### src/rtl/id_hazard_scoreboard.sv
// ID-stage hazard scoreboard: per-GPR pending-write counters drive the
// zero-latency stall/issue decision, with writeback bypass and perf/err status.
module id_hazard_scoreboard #(
    parameter int unsigned CNT_W    = 2,
    parameter int unsigned MAX_PEND = 3,
    parameter int unsigned STALL_W  = 16
) (
    input  logic               clk,
    input  logic               rst_n,
    input  logic               id_valid,
    input  logic [4:0]         id_rs,
    input  logic [4:0]         id_rt,
    input  logic               id_use_rs,
    input  logic               id_use_rt,
    input  logic               id_reg_write,
    input  logic [4:0]         id_wr_addr,
    input  logic               id_flush,
    input  logic               wb_valid,
    input  logic [4:0]         wb_addr,
    output logic               id_stall,
    output logic               id_issue,
    output logic [31:0]        busy_vec,
    output logic [STALL_W-1:0] stall_cnt,
    output logic               wb_err
);

    localparam int unsigned NREG  = 32;
    localparam int unsigned EFF_W = CNT_W + 1;

    logic [NREG-1:0][CNT_W-1:0] cnt_q;
    logic [NREG-1:0][CNT_W-1:0] cnt_d;
    logic [NREG-1:0]            inc_vec;
    logic [NREG-1:0]            dec_vec;
    logic [NREG-1:0]            busy_d;

    logic rs_wb_hit;
    logic rt_wb_hit;
    logic wa_wb_hit;
    logic rs_haz;
    logic rt_haz;
    logic dest_full;
    logic hazard;
    logic live;
    logic wb_err_set;

    // Writeback in the same cycle retires one pending write (write-through RF).
    assign rs_wb_hit = wb_valid && (wb_addr == id_rs);
    assign rt_wb_hit = wb_valid && (wb_addr == id_rt);
    assign wa_wb_hit = wb_valid && (wb_addr == id_wr_addr);

    // eff(s) > 0  <=>  cnt[s] > bypass hit
    assign rs_haz = id_use_rs && (id_rs != 5'd0) &&
                    (cnt_q[id_rs] > CNT_W'(rs_wb_hit));
    assign rt_haz = id_use_rt && (id_rt != 5'd0) &&
                    (cnt_q[id_rt] > CNT_W'(rt_wb_hit));

    // eff(dest) >= MAX_PEND, widened by one bit so MAX_PEND + 1 cannot wrap
    assign dest_full = id_reg_write && (id_wr_addr != 5'd0) &&
                       (EFF_W'(cnt_q[id_wr_addr]) >=
                        (EFF_W'(MAX_PEND) + EFF_W'(wa_wb_hit)));

    assign hazard = rs_haz || rt_haz || dest_full;
    assign live   = rst_n && id_valid && !id_flush;

    assign id_stall = live && hazard;
    assign id_issue = live && !hazard;

    assign wb_err_set = wb_valid && (wb_addr != 5'd0) && (cnt_q[wb_addr] == '0);

    // One-hot increment/decrement requests; register 0 is never tracked.
    always_comb begin
        inc_vec = '0;
        dec_vec = '0;
        if (id_issue && id_reg_write && (id_wr_addr != 5'd0)) begin
            inc_vec[id_wr_addr] = 1'b1;
        end
        if (wb_valid && (wb_addr != 5'd0) && (cnt_q[wb_addr] != '0)) begin
            dec_vec[wb_addr] = 1'b1;
        end
    end

    always_comb begin
        cnt_d  = cnt_q;
        busy_d = '0;
        for (int r = 0; r < 32; r++) begin
            cnt_d[r]  = cnt_q[r] + CNT_W'(inc_vec[r]) - CNT_W'(dec_vec[r]);
            busy_d[r] = (cnt_d[r] != '0);
        end
    end

    always_ff @(posedge clk or negedge rst_n) begin
        if (!rst_n) begin
            cnt_q    <= '0;
            busy_vec <= '0;
        end else begin
            cnt_q    <= cnt_d;
            busy_vec <= busy_d;
        end
    end

    // Saturating stall-cycle counter for performance monitoring.
    always_ff @(posedge clk or negedge rst_n) begin
        if (!rst_n) begin
            stall_cnt <= '0;
        end else if (id_stall && (stall_cnt != '1)) begin
            stall_cnt <= stall_cnt + STALL_W'(1);
        end
    end

    always_ff @(posedge clk or negedge rst_n) begin
        if (!rst_n) begin
            wb_err <= 1'b0;
        end else if (wb_err_set) begin
            wb_err <= 1'b1;
        end
    end

endmodule

### config.mk
export PLATFORM = sky130hd
export DESIGN_NAME = id_hazard_scoreboard
export DESIGN_NICKNAME = d
export VERILOG_FILES = /design/src/rtl/id_hazard_scoreboard.sv
export SDC_FILE = /design/constraint.sdc
export NUM_CORES = 1
export LEC_CHECK = 0
export CAP_MARGIN = 0
export CORE_MARGIN = 3
export CORE_UTILIZATION = 45
export DETAILED_ROUTE_END_ITERATION = 10
export PLACE_DENSITY = 0.64
export SYNTH_ARGS = -nofsm -noshare
export SYNTH_HDL_FRONTEND = slang
export SYNTH_SLANG_ARGS = --single-unit
### constraint.sdc
create_clock -name clk -period 6.3 [get_ports clk]
set_input_delay 1.26 -clock clk [delete_from_list [all_inputs] [get_ports clk]]
set_output_delay 1.26 -clock clk [all_outputs]
set_load 0.03 [all_outputs]
==> metrics.cfg, run 1 <==
[finish]
layout-drive-gt1-share_pct = 19.6
fin_area_sq_um = 9430
fillers = 1384
n_antenna_cell = 0
seq_area_sq_um = 2830
multi_input_area_sq_um = 4540
synthToLayoutAreaGrowth_pct = 22.6
nets = 888

[logic_synthesis]
synth_area_leaders = dfrtp_1 37%, mux4_2 14%, ha_1 11%, xnor2_1 7.7%, nor2_1 3.2%
yosysMostFrequentCell = dfrtp_1
synth_top_cell_by_area = dfrtp_1
synth-main-ff-cell = dfrtp_1
synthCells = 706
yosysWarnings = 0
synth_seq_area_share_pct = 36.8
yosys_register_bits = 113
synth_edf_count = 0
synth_common_cells = 113 x dfrtp_1, 70 x ha_1, 68 x xnor2_1, 65 x nor2_1, 48 x mux4_2
synthDistinctLibCells = 46
synthesis.area_sq_um = 7690
async_flop_share_pct = 100
syn_nets = 804
syn_avg_cell_area_sq_um = 10.9
synthDominantCellAreaShare_pct = 36.8

[power_and_ir_drop]
leakage_nw = 4.37
powerDensity_nw_per_um2 = 391
max-vdd-ir-drop_mv = 0.241

[timing]
slew_headroom_pct = 47.6
worst_pin_slew_ps = 782
setup_tns_ps = 0
setup_viol = 0
fin_crit_ps = 6010
drv_slew = 0
hold_violations = 0
clock.fmax_mhz = 166
clock_skew_ps = 8.51
rsz0062_at_grt = false
fin_crit_sh_pct = 95.4

[clocking]
insertion_delay_ps = 420
cts_root_buf = clkbuf_16
htree_levels = 4
cts_tree = done
cts_resized = 0
cts_hold_buf = 0
cts_max_path_buffers = 2
cts_made_buffers = 17
path_clk_slew_ps = 50
cts_setup_buffers = 0
clock-sinks = 113

[die]
core_sq_um = 16600
die_y_um = 137
ioPinCount = 79
start_util_pct = 46.2
die_w_um = 137
rows = 47
dieArea_sq_um = 18700

[critical_path]
cp_cell_sequence = clkdlybuf4s50_1 > buf_12 > mux4_2 > mux4_2 > mux2i_1 > ha_1 > nor2_1 > nand4b_1 > o211ai_1 > or3_1 > o211a_2 > buf_4 > nor2_1 > buf_4
critPathArrivalTime_ps = 4750
crit_path_max_incr_delay_ps = 510
crit_type = primary input to output pin
path_max_fanout = 22
cp.required_ps = 5040
worstSetupEndpointType = output pin
cp-start-kind = primary input
slowest_stage = mux4_2

[detailed_routing]
num_vias = 6017
totalWireLength_mm = 22.1
post_drt_wl_per_cell_um = 21.6
drcViolationCount = 0
first_pass_iters = 6
drt_iter0_markers = 508
ant_nets = 0
viasPerCell = 5.88

[flow_run]
maxCapViolCount = 0

[grt]
grt_max_degree = 58
grt_usage_pct = 25.1
antenna_found_initial = 0
grt_pass1_vias = 6179
gr-total-overflow = 0
grt_pass1_wl_mm = 34.9

[worst_hold_path]
hp-class = flip-flop to flip-flop

[placed_design]
place_area_sq_um = 8850
port_buffers = 78
place.gp.congestion = 1.01
hpwl_mm = 16.0

[run_status]
outcome = finished, final reports clean

routing by layer:
layer  vias to the layer above  track usage (%)  routed length [um]  part of all wire [%]
li1                       2652                -                   -                     -
met1                      3035             31.6                8880                    40
met2                       279             42.4               11100                    50
met3                        51             5.07                1480                   6.7
met4                         0             10.1                 642                   2.9
met5                         -                0                   0                     0
stage by stage:
step	total power, mW	setup WS, ps	util (%)	std cells	hold slack (ps)
2_1_floorplan	2.18	468	-	706	504
3_3_place_gp	2.68	16.9	53.2	991	470
3_5_place_dp	2.74	13.3	53.2	991	479
4_1_cts	3.70	11.2	56.6	1023	490
5_1_grt	3.89	81.9	56.7	1023	509
6_report	3.69	292	56.7	1023	487
sequential cells by signal, summed over array words and instances (netlist names):
name,count
busy_vec,32
cnt_q,64
stall_cnt,16
wb_err,1
critical path: cells and delay by family:
kind            cells  cell delay, ps
simple gates        4             730
buf+inv             4            1060
compound gates      2             250
fa+ha+maj           1             250
mux                 3            1170
area by class of cell:
type / instances / share of cell area [%]
Timing Repair Buffer: 109 / 11.5
Sequential cell: 113 / 30.0
Tap cell: 220 / 2.92
Multi-Input combinational cell: 514 / 48.1
Clock buffer: 21 / 4.88
Clock inverter: 11 / 1.19
Inverter: 35 / 1.39
report_power, final:
group | internal, mW | switching [mW]
sequential | 1.01 | 0.344
clock | 0.597 | 0.344
combinational | 0.722 | 0.668
final timing paths:
path	from	to	slack [ps]	cells past startpoint
max	id_rt[0]	id_stall	290	14
min	wb_err$_DFFE_PN0P_	wb_err$_DFFE_PN0P_	490	1
max reg2reg	cnt_q[54]$_DFF_PN0_	busy_vec[20]$_DFF_PN0_	1710	19
min reg2reg	wb_err$_DFFE_PN0P_	wb_err$_DFFE_PN0P_	490	1
max in group asynchronous	rst_n	cnt_q[51]$_DFF_PN0_	4060	3
min in group asynchronous	rst_n	stall_cnt[5]$_DFFE_PN0P_	990	2
cells in the final DEF (no fill, tap or decap), types with 4 or more instances in the layout:
master	instances
nand3b_1	6
or2_2	33
ha_1	70
nand2_1	47
nand4_1	5
nor4_2	4
mux2i_1	19
nor3_1	22
inv_1	35
or3_1	5
xor2_1	26
dfrtp_1	113
nor2_1	65
nand3_1	8
nor3b_1	8
a21oi_1	18
mux4_2	48
clkdlybuf4s50_1	75
buf_4	27
and3_1	13
xnor2_1	68
a22oi_1	6
o22ai_1	4
buf_12	6
clkbuf_16	17
clkinv_2	6
a211oi_1	8
cell families after synthesis:
logic type / after synthesis / share of synthesized area, %
flip-flops: 113 / 36.8
buffers and inverters: 79 / 4.23
AND/OR/NAND/NOR: 237 / 16.4
multiplexers: 69 / 16.8
other: 2 / 0.0977
AO/OA/AOI/OAI: 42 / 3.55
XOR/XNOR: 94 / 10.7
adder cells (fa/ha/maj): 70 / 11.4
No activity file was read; power rests on OpenSTA's default activity.
==> run 2: changes to the inputs <==
CORE_UTILIZATION = 50   (was 45)
PLACE_DENSITY = 0.7   (was 0.64)
==> run 2 against run 1 <==
Compared with the run above:
- hold slack better by 0.77 ps
- clock-buffer cell count down 1
- via count down 1.4%
- sequential share of layout area down 0.091 points
- die area down 9.6%
- critical endpoint unchanged
- largest cell class unchanged
==> metrics.cfg, run 2 (synthesis results as in run 1) <==
[critical_path]
cp.required_ps = 5040  ; about the same
crit_type = primary input to output pin
critPathArrivalTime_ps = 4690  ; -60 ps
timing.rr.start = cnt_q[8]$_DFF_PN0_
slowest_stage = mux4_2
crit_path_max_incr_delay_ps = 510  ; about the same
path_buf_inv = 4  ; unchanged
crit_family = multiplexers
path_max_fanout = 22  ; unchanged
cp_cell_sequence = clkdlybuf4s50_1 > buf_12 > mux4_2 > mux4_2 > mux2i_1 > ha_1 > nor2_1 > nand4b_1 > o211ai_1 > or3_1 > o211a_2 > buf_4 > nor2_1 > buf_4
worstSetupEndpointType = output pin
setup.worst_path.start = id_rt[0]
cp-start-kind = primary input

[finish]
layout-drive-gt1-share_pct = 20.0  ; +0.42 points
final_cell_mix = 113 x dfrtp_1, 75 x clkdlybuf4s50_1, 70 x ha_1
layout_commonest_cell = dfrtp_1
synthToLayoutAreaGrowth_pct = 23.0
fin_area_sq_um = 9460  ; +0.31%
final_util_pct = 63.9  ; +7.2 points
n_antenna_cell = 0  ; unchanged
reg_top3 = cnt_q: 64 flops, busy_vec: 32 flops, stall_cnt: 16 flops
seq_area_sq_um = 2830  ; unchanged
fillers = 1176  ; -15%
nets = 892  ; +0.45%
largest_register_ffs = 64  ; unchanged
instances_no_fill = 990  ; -3.2%
multi_input_area_sq_um = 4540  ; unchanged
regMostFlops = cnt_q

[detailed_routing]
totalWireLength_mm = 21.5  ; -2.5%
viasPerCell = 5.99  ; +1.9%
drt_iter0_markers = 483  ; -4.9%
ant_nets = 0  ; unchanged
num_vias = 5931  ; -1.4%
post_drt_wl_per_cell_um = 21.7  ; +0.79%
drcViolationCount = 0  ; unchanged
first_pass_iters = 5  ; -1

[die]
die_w_um = 130  ; -4.9%
dieArea_sq_um = 16900  ; -9.6%
ioPinCount = 79  ; unchanged
rows = 44  ; -6.4%
start_util_pct = 51.9  ; +5.7 points
core_sq_um = 14800  ; -11%
die_y_um = 130  ; -4.9%

[timing]
worst_pin_slew_ps = 772  ; -10.3 ps
setup_tns_ps = 0  ; unchanged
setup_viol = 0  ; unchanged
finalWorstSetupSlack_ps = 353  ; +61.1 ps
fin_crit_sh_pct = 94.4  ; -0.97 points
clock_skew_ps = 6.59  ; -1.91 ps
whs_ps = 488  ; +0.775 ps
slew_headroom_pct = 48.6  ; +0.96 points
drv_slew = 0  ; unchanged
fin_crit_ps = 5950  ; -61.1 ps
hold_violations = 0  ; unchanged
clock.fmax_mhz = 168  ; +1.0%
rsz0062_at_grt = false

[placed_design]
port_buffers = 78  ; unchanged
place_area_sq_um = 8810  ; -0.45%
place_inst = 959  ; -3.2%
place.gp.congestion = 0.935  ; -7.7%
pre_cts_ws_ps = 110  ; +97.2 ps
hpwl_mm = 15.9  ; -0.71%

[power_and_ir_drop]
power_mw = 3.80  ; +3.0%
leakage_nw = 4.42  ; +1.0%
powerDensity_nw_per_um2 = 401  ; +2.7%
max-vdd-ir-drop_mv = 0.312  ; +29%

[grt]
grt_usage_pct = 26.8  ; +1.6 points
grt_pass1_wl_mm = 33.7  ; -3.4%
grt_max_degree = 62  ; +6.9%
grt_pass1_vias = 6202  ; +0.37%
antenna_found_initial = 0  ; unchanged
gr-total-overflow = 0  ; unchanged

[run_status]
outcome = finished, final reports clean

[clocking]
cts_tree = done
cts_setup_buffers = 0  ; unchanged
cts_made_buffers = 17  ; unchanged
cts_max_path_buffers = 2  ; unchanged
htree_levels = 4  ; unchanged
cts_root_buf = clkbuf_16
clock-sinks = 113  ; unchanged
path_clk_slew_ps = 50  ; about the same
insertion_delay_ps = 420  ; about the same

[worst_hold_path]
hp-class = flip-flop to flip-flop
hold_path_startpoint = stall_cnt[15]$_DFFE_PN0P_

[flow_run]
maxCapViolCount = 0  ; unchanged

==> run 2: cell count changes in the layout (fill, tap and decap cells not counted), sizes merged <==
cell / before / now
buf: 33 / 37
bufinv: 2 / 5
clkinv: 6 / 4
clkbuf: 21 / 20
clkinvlp: 3 / 2
==> run 2: area by class of cell <==
class                   count  area share, %
multi-input cells         514           48.0
flip-flops and latches    113           29.9
repair buffers            113           11.5
clock buffers              20           4.83
well taps                 184           2.43
clock inverters            11           1.96
inverters                  35           1.39
==> run 2: worst paths after layout <==
check	depth (start not counted)	slack [ps]	to
setup reg to reg	19	1740	busy_vec[10]$_DFF_PN0_
min in group asynchronous	2	1020	stall_cnt[7]$_DFFE_PN0P_
max in group asynchronous	3	4060	cnt_q[16]$_DFF_PN0_
hold / removal	1	490	stall_cnt[15]$_DFFE_PN0P_
hold reg to reg	1	490	stall_cnt[15]$_DFFE_PN0P_
setup / recovery	14	350	id_stall
==> run 2: layer usage <==
metal / up-vias / share of wire [%] / GRT usage (%)
li1: 2655 / - / -
met1: 2966 / 39 / 32.9
met4: 0 / 3.3 / 11.5
met3: 52 / 6.7 / 6.96
met5: - / 0 / 0
met2: 258 / 51 / 44.8
==> run 2: worst register-to-register path, cell delays in order (launching register included) <==
cell and delay (ps):
dfrtp_1 480, mux4_2 490, mux4_2 470, mux2i_1 140
ha_1 160, nor2_1 50, buf_4 130, nor4b_1 240
or3_1 150, o211a_2 190, buf_4 270, and3_1 200
buf_4 220, nand2_1 100, ha_1 300, inv_1 70
ha_1 210, xnor2_1 140, xnor2_1 140, or2_2 290
==> run 2: repair_timing <==
item,CTS,global route
endpoints found under the setup margin,0,1
hold buffers,0,0
gates resized for setup,0,1
==> run 2: report_power, final <==
part / switching (mW) / total [mW] / internal [mW] / leakage (nW)
Clock: 0.337 / 1.05 / 0.716 / 0.312
Combinational: 0.663 / 1.39 / 0.723 / 2.66
Sequential: 0.348 / 1.36 / 1.01 / 1.45
